===== config.mk =====
export PLATFORM = sky130hd
export DESIGN_NAME = label_stripper
export DESIGN_NICKNAME = d
export VERILOG_FILES = /design/src/rtl/label_stripper_pkg.sv /design/src/rtl/label_stripper.sv
export SDC_FILE = /design/constraint.sdc
export NUM_CORES = 1
export LEC_CHECK = 0
export CAP_MARGIN = 10
export CORE_MARGIN = 4
export CORE_UTILIZATION = 25
export DETAILED_ROUTE_END_ITERATION = 10
export DONT_BUFFER_PORTS = 1
export PLACE_DENSITY = 0.47
export SLEW_MARGIN = 20
export SYNTH_ARGS = -nofsm -noshare
export SYNTH_HDL_FRONTEND = slang
export SYNTH_SLANG_ARGS = --single-unit

===== constraint.sdc =====
create_clock -name aclk -period 1.3 [get_ports aclk]
set_clock_uncertainty 0.15 [all_clocks]
set_input_delay 0.26 -clock aclk [delete_from_list [all_inputs] [get_ports aclk]]
set_output_delay 0.26 -clock aclk [all_outputs]
set_load 0.05 [all_outputs]

===== src/rtl/label_stripper_pkg.sv =====
// Shared types for label_stripper: FSM state encoding and statistics counter width.
package label_stripper_pkg;

    typedef enum logic {
        ST_LABEL = 1'b0,
        ST_BODY  = 1'b1
    } state_t;

    localparam int LABEL_STRIPPER_CNT_W = 16;

endpackage


===== src/rtl/label_stripper.sv =====
// Strips the leading label beat of each AXI-Stream packet and presents it on out_tid.
// Optional statistics counters are built only when LABEL_STRIPPER_STATS_EN is defined.
module label_stripper
    import label_stripper_pkg::*;
#(
    parameter int DATA_WIDTH = 8
) (
    input  logic                            aclk,
    input  logic                            areset,
    input  logic                            in_tvalid,
    output logic                            in_tready,
    input  logic [DATA_WIDTH-1:0]           in_tdata,
    input  logic                            in_tlast,
    output logic                            out_tvalid,
    input  logic                            out_tready,
    output logic [DATA_WIDTH-1:0]           out_tdata,
    output logic                            out_tlast,
    output logic [DATA_WIDTH-1:0]           out_tid,
`ifdef LABEL_STRIPPER_STATS_EN
    output logic [LABEL_STRIPPER_CNT_W-1:0] pkt_count,
    output logic [LABEL_STRIPPER_CNT_W-1:0] runt_count,
`endif
    output state_t                          o_dbg_state
);

    // Handshake rule on both ports: a beat transfers on a rising edge where
    // valid and ready are both high; a producer holds valid and its payload
    // stable until that edge, and ready may depend combinationally on valid.

    state_t                  r_state;
    state_t                  w_next_state;
    logic [DATA_WIDTH-1:0]   r_label;
    logic                    r_out_valid;
    logic [DATA_WIDTH-1:0]   r_out_data;
    logic                    r_out_last;
    logic [DATA_WIDTH-1:0]   r_out_tid;
    logic                    w_in_hs;
    logic                    w_load;
    logic                    w_capture;
    logic                    w_runt;

    // A label beat never touches the output register, so it is always accepted.
    assign in_tready = (r_state == ST_LABEL) || !r_out_valid || out_tready;
    assign w_in_hs   = in_tvalid && in_tready;

    always_comb begin
        w_next_state = r_state;
        w_load       = 1'b0;
        w_capture    = 1'b0;
        w_runt       = 1'b0;
        case (r_state)
            ST_LABEL: begin
                if (w_in_hs) begin
                    if (in_tlast) begin
                        w_runt = 1'b1;
                    end else begin
                        w_capture    = 1'b1;
                        w_next_state = ST_BODY;
                    end
                end
            end
            ST_BODY: begin
                if (w_in_hs) begin
                    w_load = 1'b1;
                    if (in_tlast) begin
                        w_next_state = ST_LABEL;
                    end
                end
            end
            default: w_next_state = ST_LABEL;
        endcase
    end

    always_ff @(posedge aclk) begin
        if (areset) begin
            r_state <= ST_LABEL;
        end else begin
            r_state <= w_next_state;
        end
    end

    always_ff @(posedge aclk) begin
        if (areset) begin
            r_label     <= '0;
            r_out_valid <= 1'b0;
            r_out_data  <= '0;
            r_out_last  <= 1'b0;
            r_out_tid   <= '0;
        end else begin
            if (w_capture) begin
                r_label <= in_tdata;
            end
            // out_tid is taken per beat, so a new label cannot alter a held beat.
            if (w_load) begin
                r_out_valid <= 1'b1;
                r_out_data  <= in_tdata;
                r_out_last  <= in_tlast;
                r_out_tid   <= r_label;
            end else if (out_tready) begin
                r_out_valid <= 1'b0;
            end
        end
    end

    assign out_tvalid  = r_out_valid;
    assign out_tdata   = r_out_data;
    assign out_tlast   = r_out_last;
    assign out_tid     = r_out_tid;
    assign o_dbg_state = r_state;

`ifdef LABEL_STRIPPER_STATS_EN
    logic [LABEL_STRIPPER_CNT_W-1:0] r_pkt_count;
    logic [LABEL_STRIPPER_CNT_W-1:0] r_runt_count;

    always_ff @(posedge aclk) begin
        if (areset) begin
            r_pkt_count  <= '0;
            r_runt_count <= '0;
        end else begin
            if (r_out_valid && out_tready && r_out_last) begin
                r_pkt_count <= r_pkt_count + 1'b1;
            end
            if (w_runt) begin
                r_runt_count <= r_runt_count + 1'b1;
            end
        end
    end

    assign pkt_count  = r_pkt_count;
    assign runt_count = r_runt_count;
`endif

endmodule


==> metrics.csv <==
stage,metric,value,unit
timing,unrepaired setup endpoints after global routing,yes,
die,Core Region,0.00414,mm^2
clock_network,CTS tree,done,
min_path,Hold Crit Endpoint,r_label[6],
clock_network,clock latency on the worst-skew pair,0.26,ns
finish,layout cells sized above 1,26.6,%
power_and_ir_drop,Internal Pwr Total,1.16,mW
timing,Setup-failing EPs final,1,
finish,Area Growth Syn to Fin,27.6,%
yosys,Seq cells post-synth,27,
timing,Slew headroom,80.6,%
worst_setup_path,FF-to-FF End,r_label[0],
global_route,first-pass GRT wire length,3830,um
finish,"commonest non-fill, non-tap cells in the layout","nand2b_1 (34), mux2i_1 (25), dfxtp_1 (24), buf_4 (20), clkbuf_8 (3)",
power_and_ir_drop,P_sw,0.376,mW
placement,Post-Place Cells,166,
yosys,"Seq/Total Area, Yosys",48.8,%
route,drt via density,4.35,
route,Via Count,757,
clock_network,CTS Buffer Depth,2,
timing,worst setup margin,-0.0304,ns
power_and_ir_drop,Worst VDD drop,0.000443,V
power_and_ir_drop,Switching Share,24.4,%
timing,Peak Freq,0.752,GHz
power_and_ir_drop,PD cells,1090,mW/mm^2
clock_network,CTS root buf,clkbuf_8,
yosys,Synth Instances,100,
timing,"Hold Vio Cnt, Final",0,
power_and_ir_drop,combinational share of power,13.1,%
run,maxcap violations,0,
power_and_ir_drop,leakage power total,0.579,nW
placement,Final HPWL DP,1660,um
worst_setup_path,CP top delay family,flip-flops,
power_and_ir_drop,clock network power share,30.3,%
clock_network,H-tree Lvls,1,
route,WL/cell,13.2,um
global_route,GR Overflow Total,0,
die,Die H,74.6,um
worst_setup_path,Worst Reg-to-Reg Cells,4,
worst_setup_path,Max Fanout on Critical Path,3,
min_path,Hold Path Depth,2,
worst_setup_path,reg2reg setup slack,0.02,ns
route,final wirelength,2300,um
worst_setup_path,CP required,0.89,ns
placement,PortBufs,0,
yosys,post-synth net total,113,
worst_setup_path,CP max stage cell,dfxtp_4,
route,DRT antenna net count,0,
clock_network,CTS sink cnt,27,
die,Initial Util,26.7,%
min_path,Hold Path Class,in -> reg,
timing,Tcrit/Tclk final,102,%
worst_setup_path,kind of critical path,reg -> out,
route,router iterations before antenna repair,2,
route,DR DRC count,0,
route,Detailed Route Iter0 Violations,31,
yosys,Avg Synthesized Cell Area,11.1,um^2
finish,"most common cell after layout, fill and taps aside",nand2b_1,
timing,max-slew violations,0,
finish,antenna cells,0,
power_and_ir_drop,sequential power share,56.5,%
finish,final core utilization,34.1,%
timing,min Tclk post-route,1.33,ns
yosys,Yosys cell types,14,
worst_setup_path,Setup crit start kind,flop,
yosys,yosys warns,0,
worst_setup_path,Worst path max stage delay,0.37,ns
die,# rows,23,
status,violated checks,negative setup slack,
worst_setup_path,crit path cell chain,nand3b_1 -> buf_6,
worst_setup_path,crit end category,output port,
timing,Worst-Margin Slew,0.290,ns
global_route,largest net degree at the start of global routing,36,
worst_setup_path,Worst Path Arrival,0.92,ns
status,outcome,finished with violations,
clock_network,Worst-path clk slew,0.09,ns
worst_setup_path,worst path bufs/invs,1,
die,Chip Width,74.6,um
timing,minimum hold slack,0.0111,ns
global_route,initial antenna violation count,0,
clock_network,Num CTS Buffers,3,
yosys,Post-Syn Area,0.00111,mm^2
timing,Fin Setup TNS,-0.0304,ns
global_route,global-route usage over all layers,9.05,%
min_path,hold path startpoint,in_tdata[6],
finish,final non-filler cell total,174,
placement,gp weighted congestion,0.694,
die,IO Pins,33,
die,die area,0.00556,mm^2
global_route,vias in the first global route,815,
finish,Layout Nets,138,
## power groups by stage
stage | Clock, mW | Combinational [mW] | Sequential, mW
2_1_floorplan | 0 | 0.0958 | 0.945
3_3_place_gp | 0 | 0.182 | 0.890
3_5_place_dp | 0 | 0.185 | 0.892
4_1_cts | 0.497 | 0.204 | 0.871
5_1_grt | 0.534 | 0.216 | 0.875
6_report | 0.468 | 0.203 | 0.871
## synthesized netlist by cell type
cell type  instances  area share [%]
nand3b_1           1            0.68
nor3b_2            1             1.1
dfxtp_1           27              49
and3_4             1             1.0
nand2_1            1            0.34
buf_6              1             1.0
a21oi_1            2            0.90
nand3_2            1            0.90
mux2i_1           25              23
nand2b_1          34              19
nand2b_4           1             1.2
o21ai_0            1            0.45
buf_4              1            0.68
clkbuf_1           3             1.0
## cell families (layout without fill, tap and decap cells)
| logic type | Yosys count | count (layout) | share of synthesized area (%) |
|---|---|---|---|
| AO/OA/AOI/OAI | 3 | 3 | 1.36 |
| buffers and inverters | 5 | 29 | 2.71 |
| AND/OR/NAND/NOR | 40 | 40 | 24.5 |
| multiplexers | 25 | 25 | 22.6 |
| flip-flops | 27 | 27 | 48.8 |
## per-stage QoR
step	area (um^2)	power (mW)	worst slack, ns
after floorplan	1110	1.04	-0.0615
after global placement	1310	1.07	0.117
after detailed placement	1310	1.08	0.0772
after CTS	1410	1.57	-0.0404
after global routing	1410	1.63	-0.106
final	1410	1.54	-0.0304
## registers in the layout, summed over array words and instances (netlist names), named ones only
name        cells
out_tdata       8
out_tlast       1
r_label         8
out_tvalid      1
out_tid         8
## area by class of cell
cell class,count,area [um^2]
Fill cell,427,2730
Clock buffer,4,45.0
Tap cell,50,62.6
Timing Repair Buffer,25,213
Multi-Input combinational cell,68,543
Sequential cell,27,549
## metal layers
| layer | routed length, um | part of all wire (%) | vias to the layer above | GRT usage, % |
|---|---|---|---|---|
| li1 | - | - | 380 | - |
| met1 | 1060 | 46 | 350 | 11.4 |
| met2 | 988 | 43 | 25 | 14.0 |
| met3 | 238 | 10 | 2 | 3.78 |
| met4 | 12 | 0.52 | 0 | 2.96 |
| met5 | 0 | 0 | - | 0 |
## how the worst max path moves through the flow
| stage | from | to | slack (ns) | cells after the start |
|---|---|---|---|---|
| 2_1_floorplan | flop | flop | -0.06 | 2 |
| 3_3_place_gp | out_tdata[1] | out_tdata[1] | 0.12 | 3 |
| 3_5_place_dp | out_tdata[1] | out_tdata[1] | 0.08 | 3 |
| 4_1_cts | out_tvalid | in_tready | -0.04 | 2 |
| 5_1_grt | out_tvalid | in_tready | -0.11 | 2 |
| 6_report | flop | in_tready | -0.03 | 2 |
## what timing repair did
item,in CTS,in global routing
setup buffers,2,0
pin swaps,1,1
endpoints found under the setup margin,2,9
hold buffers,2,0
resized for setup,3,1
endpoints found under the hold margin,3,0
Note: power is estimated with default switching activity, not from simulation.
